File: src/rtl/fifo_sync.sv
// fifo_sync: single-clock DEPTH x DATA FIFO with extended (wrap-bit) pointers,
// occupancy count, almost-full/almost-empty thresholds and sticky
// overflow/underflow flags.
// Compile-time option: define FIFO_SYNC_FWFT_EN for a first-word-fall-through
// read port; left undefined, read_data is registered and updates one cycle
// after an accepted read.
module fifo_sync #(
    parameter int DATA     = 8,
    parameter int DEPTH    = 16,
    parameter int PTR      = $clog2(DEPTH),
    parameter int AF_LEVEL = DEPTH - 2,
    parameter int AE_LEVEL = 2
) (
    input  logic            clk,
    input  logic            rst,
    input  logic            wr_en,
    input  logic [DATA-1:0] write_data,
    input  logic            rd_en,
    output logic [DATA-1:0] read_data,
    output logic            full,
    output logic            empty,
    output logic            almost_full,
    output logic            almost_empty,
    output logic [PTR:0]    count,
    output logic            overflow,
    output logic            underflow,
    input  logic            clr_err
);

    localparam logic [PTR:0] LP_ONE = (PTR+1)'(1);
    localparam logic [PTR:0] LP_AF  = (PTR+1)'(AF_LEVEL);
    localparam logic [PTR:0] LP_AE  = (PTR+1)'(AE_LEVEL);

    logic [DATA-1:0] r_mem [DEPTH];
    logic [PTR:0]    r_wr_ptr;
    logic [PTR:0]    r_rd_ptr;
    logic            r_overflow;
    logic            r_underflow;

    logic            w_full;
    logic            w_empty;
    logic [PTR:0]    w_count;
    logic            w_wr_acc;
    logic            w_rd_acc;

    // Flags derive only from the registered pointers, so no request input
    // reaches an output combinationally.
    assign w_empty  = (r_wr_ptr == r_rd_ptr);
    assign w_full   = (r_wr_ptr[PTR] != r_rd_ptr[PTR]) &&
                      (r_wr_ptr[PTR-1:0] == r_rd_ptr[PTR-1:0]);
    assign w_count  = r_wr_ptr - r_rd_ptr;

    // Acceptance uses pre-edge flags: full blocks the write of a
    // simultaneous pair, empty blocks the read.
    assign w_wr_acc = wr_en && !w_full && !rst;
    assign w_rd_acc = rd_en && !w_empty && !rst;

    assign full         = w_full;
    assign empty        = w_empty;
    assign count        = w_count;
    assign almost_full  = (w_count >= LP_AF);
    assign almost_empty = (w_count <= LP_AE);
    assign overflow     = r_overflow;
    assign underflow    = r_underflow;

    // Storage array: written on accepted writes only, never reset.
    always_ff @(posedge clk) begin
        if (w_wr_acc) begin
            r_mem[r_wr_ptr[PTR-1:0]] <= write_data;
        end
    end

    // Pointer update; reset drops all contents in a single cycle.
    always_ff @(posedge clk) begin
        if (rst) begin
            r_wr_ptr <= '0;
            r_rd_ptr <= '0;
        end else begin
            if (w_wr_acc) begin
                r_wr_ptr <= r_wr_ptr + LP_ONE;
            end
            if (w_rd_acc) begin
                r_rd_ptr <= r_rd_ptr + LP_ONE;
            end
        end
    end

    // Sticky error flags; a new error in the same cycle beats clr_err.
    always_ff @(posedge clk) begin
        if (rst) begin
            r_overflow  <= 1'b0;
            r_underflow <= 1'b0;
        end else begin
            if (wr_en && w_full) begin
                r_overflow <= 1'b1;
            end else if (clr_err) begin
                r_overflow <= 1'b0;
            end
            if (rd_en && w_empty) begin
                r_underflow <= 1'b1;
            end else if (clr_err) begin
                r_underflow <= 1'b0;
            end
        end
    end

`ifdef FIFO_SYNC_FWFT_EN
    // Head word is presented directly; forced to zero while empty so the
    // port has a defined value after reset.
    assign read_data = w_empty ? '0 : r_mem[r_rd_ptr[PTR-1:0]];
`else
    logic [DATA-1:0] r_rd_data;

    // Registered read port: loads the head word on an accepted read and
    // holds otherwise, including on rejected reads.
    always_ff @(posedge clk) begin
        if (rst) begin
            r_rd_data <= '0;
        end else if (w_rd_acc) begin
            r_rd_data <= r_mem[r_rd_ptr[PTR-1:0]];
        end
    end

    assign read_data = r_rd_data;
`endif

endmodule
File: config.mk
export PLATFORM = sky130hd
export DESIGN_NAME = fifo_sync
export DESIGN_NICKNAME = d
export VERILOG_FILES = /design/src/rtl/fifo_sync.sv
export SDC_FILE = /design/constraint.sdc
export NUM_CORES = 1
export LEC_CHECK = 0
export ABC_CLOCK_PERIOD_IN_PS = 6200
export CAP_MARGIN = 20
export CORE_AREA = 3 3 93 130
export CTS_CLUSTER_SIZE = 24
export DETAILED_ROUTE_END_ITERATION = 6
export DIE_AREA = 0 0 96 133
export PLACE_DENSITY = 0.84
export SLEW_MARGIN = 20
export SYNTH_ARGS = -nofsm -noshare
export SYNTH_HDL_FRONTEND = slang
export SYNTH_SLANG_ARGS = --single-unit
File: constraint.sdc
create_clock -name clk -period 6.2 [get_ports clk]
set_input_delay 1.24 -clock clk [delete_from_list [all_inputs] [get_ports clk]]
set_output_delay 1.24 -clock clk [all_outputs]
set_load 0.03 [all_outputs]
==> flow_results.org <==
** Outcome
- The run finished with clean final reports.

** Timing
- Number of max-slew violations in the final report :: 0
- Summed over all failing endpoints, the final setup total negative slack is 0 ps.
- Final hold analysis gives a worst-case slack of 516 ps.
- The number of hold-slack violations in the final timing report is 0.
- For the finished layout, the period the worst path requires is 4570 ps.
- Setup repair after global routing left no endpoint under its margin.
- Largest clock skew in the final design :: 6.60 ps
- Timing-limited maximum frequency :: 219 MHz
- Worst rel slew slack :: 32.7%
- Part of the cycle the worst path needs :: 73.7%
- Transition time at the pin with the least slew margin :: 1010 ps
- Setup violations remaining at the end of the flow were counted as 0.

** Global route
- The number of antenna violations at the first check in global routing is 0.
- Entering global routing, the biggest net connects 36 pins.
- For this run, the total global-route usage over all layers was measured as 20.1%.
- Met1 track utilization from global routing :: 25.1%
- Global routing consumed, on the met2 layer, 32.0% of the routing resources.
- For met3 alone, demand over resource in global routing was 4.72%.
- Wire length of the first global-routing pass :: 18.2 mm
- After global routing the overflow that remains totals 0.
- The number of global-route vias before repair is 3283.
- Global-route layer with the greatest usage :: met2

** Min path
- Min-Delay Endpoint :: read_data[7]
- Number of cells traversed by the worst hold path :: 2
- In this run the most critical hold path is launched from read_data[7].
- Kind of path behind the tightest hold check :: flop to flop

** Finish
- Design area :: 6990 um2
- Layout cell share with drive strength beyond 1 :: 18.4%
- Final net count :: 390
- Number of filler cells placed in the layout :: 720
- The number of antenna diodes in the final layout is 0.
- The area growth from synthesis to layout is 17.0%.

** Synth
- Biggest area contributors in the synthesized netlist :: edfxtp_1, mux4_2, dfxtp_1, nor2_1, a22oi_1
- For this run, the register share of the synthesized area comes to 71.0%.
- Among all flip-flop cells after synthesis, the most frequent one is edfxtp_1.
- Post-synth EDFFs :: 128
- Avg Synthesized Cell Area :: 18.3 um2
- Number of warnings issued by yosys :: 0
- The number of nets handed over by synthesis was 350.
- Cell with the most instances after synthesis :: edfxtp_1
- Post-synthesis async set-or-reset flop share :: 0%
- Of all cell types, the one taking the most synthesized area is edfxtp_1.
- Synthesis inferred 148 register bits.
- After synthesis, the most frequently instantiated cells are edfxtp_1, nor2_1, mux4_2.
- The cell area that synthesis handed to floorplanning was 5980 um2.
- The top cell type by area accounts for 64.3% of the synthesized area.
- Post-Syn Instances :: 327
- The synthesized netlist contains 42 unique library cells.

** Clocking
- For this design, the sink count on the clock tree is 148.
- Setup repair bufs after CTS :: 0
- Number of cells upsized or downsized after cts :: 0
- TritonCTS clock tree :: done
- Number of buffers inserted during clock tree synthesis :: 17
- Number of hold buffers added after cts :: 0
- Deepest level of the CTS H-tree :: 4
- Clock slew at reported path FFs :: 60 ps
- Root buffer selected by CTS :: clkbuf_16
- No sink is reached through more buffers than the 2 on the longest clock path.
- The clock reaches the later pin of the worst-skew pair after 410 ps.

** Setup path
- The endpoint identified for the worst register-to-register timing path is r_mem[13][3].
- The critical path is of the flop to output pin type.
- For the worst flop-to-flop path, the logic depth is 6.
- Nature of the critical path endpoint :: output pin
- Worst EP required :: 4960 ps
- Maximum fanout along the worst path :: 20
- The slowest stage of the critical path is the dfxtp_1 cell.
- STA puts the critical path data arrival time at 3330 ps.
- The signal on the critical path passes through inv_1 > ha_1 > a21o_1 > a21oi_1 > xnor2_1 > a211oi_1 > clkdlybuf4s50_1.
- CP startpoint kind :: flop
- Worst flop-to-flop path startpoint :: r_rd_ptr[2]
- Flop-to-flop setup slack :: 2870 ps
- The largest single stage delay on the critical path is 940 ps.

** Die
- Overall die area :: 12800 um2
- Die extent in y :: 133 um
- Boundary Pins :: 32
- Total core area :: 11000 um2
- The floorplan has 45 rows.
- Effective utilization at floorplan :: 54.4%
- From left edge to right edge, the die measures 96 um.

** Detailed routing
- Drt first pass iters :: 5
- Final wirelength :: 11.5 mm
- Number of violations reported at the end of detailed-routing iteration 0 :: 208
- DRC violations left :: 0
- Routed WL per cell :: 22.1 um
- Routed vias :: 3101
- Final antenna-violating net count :: 0
- Dividing the detail-routed via count by the number of cells gives 5.95.

** Pwr
- The design draws 2.58 mW.
- Power per cell area :: 369 nW/um2
- Static Leakage :: 2.24 nW
- Max rail drop VDD :: 0.184 mV

** Placement
- The count of buffers added on input and output ports is 31.
- Weighted congestion at the end of routability-driven global placement :: 0.844
- After detailed placement, the total cell area comes to 6380 um2.
- After legalization and detailed placement, the total HPWL measured 7.37 mm.

** Flow run
- Maxcap violations :: 0
==> worst max-delay path, delay by kind of cell, from the launching register on <==
kind	cells	cell delay, ps
AOI/OAI and AO/OA	3	580
xor gates and xnor gates	1	130
adders and majority gates	1	390
buffers and inverters	2	870
DFF	1	940
==> routing by layer <==
layer | vias to the layer above | share of wire, % | routed length, um
met3 | 28 | 6.6 | 762
li1 | 1391 | - | -
met2 | 138 | 53 | 6150
met1 | 1544 | 36 | 4190
met5 | - | 0 | 0
met4 | 0 | 3.8 | 435
==> where the power goes <==
group,internal (mW),switching [mW],total (mW)
clock,0.670,0.371,1.04
sequential,1.11,0.0141,1.12
combinational,0.183,0.236,0.419
total,1.96,0.621,2.58
==> placed cells by master, fill, tap and decap left out, drive strengths merged, types with 2 or more instances in the layout <==
cell type and instances:
edfxtp 128, nor2 34, mux4 32, clkdlybuf4s50 31
dfxtp 20, clkbuf 18, a22oi 16, ha 9
a311oi 8, inv 8, clkinv 7, buf 6
a21oi 5, nand2 5, xor2 5, xnor2 5
nor2b 4, nor3 4, bufinv 4, o211ai 4
o21ai 4, o21a 3, nand2b 3, or3 2
and2 2, a21o 2, mux2i 2, clkinvlp 2
==> worst max path at each step <==
stage                      from            to  slack [ps]  cells past startpoint
floorplan           r_rd_ptr[2]  almost_empty        2470                      7
global placement    r_rd_ptr[2]  almost_empty        2140                      6
detailed placement  r_rd_ptr[2]  almost_empty        2050                      7
CTS                 r_rd_ptr[2]  almost_empty        1600                      7
global route        r_rd_ptr[2]         empty        1450                      5
finish              r_rd_ptr[2]  almost_empty        1630                      7
==> registers in the layout, summed over array words and instances (netlist names) <==
register   flops
r_rd_ptr       5
overflow       1
r_wr_ptr       5
r_mem        128
read_data      8
underflow      1
==> kinds of logic after synthesis <==
family | count (synthesis) | share of synthesized area (%)
DFF | 148 | 71.0
and+or+nand+nor | 57 | 4.27
AOI/OAI and AO/OA | 45 | 5.59
muxes | 34 | 12.6
buffers and inverters | 23 | 2.60
xor gates and xnor gates | 10 | 1.72
adders and majority gates | 10 | 2.22
==> per-stage QoR <==
stage	utilization (%)	setup slack, ps	instances
global placement	58.1	2140	489
global route	63.7	1450	521
detailed placement	58.1	2050	489
CTS	63.7	1600	521
finish	63.7	1630	521
floorplan	-	2470	327
==> cell type report <==
type / count / area, um2 / share of cell area, %
Multi-Input combinational cell: 156 / 1580 / 22.5
Timing Repair Buffer: 37 / 355 / 5.08
Inverter: 7 / 26.3 / 0.376
Clock inverter: 14 / 185 / 2.65
Clock buffer: 18 / 429 / 6.14
Tap cell: 141 / 176 / 2.52
Sequential cell: 148 / 4250 / 60.7
No activity file was read; power rests on OpenSTA's default activity.
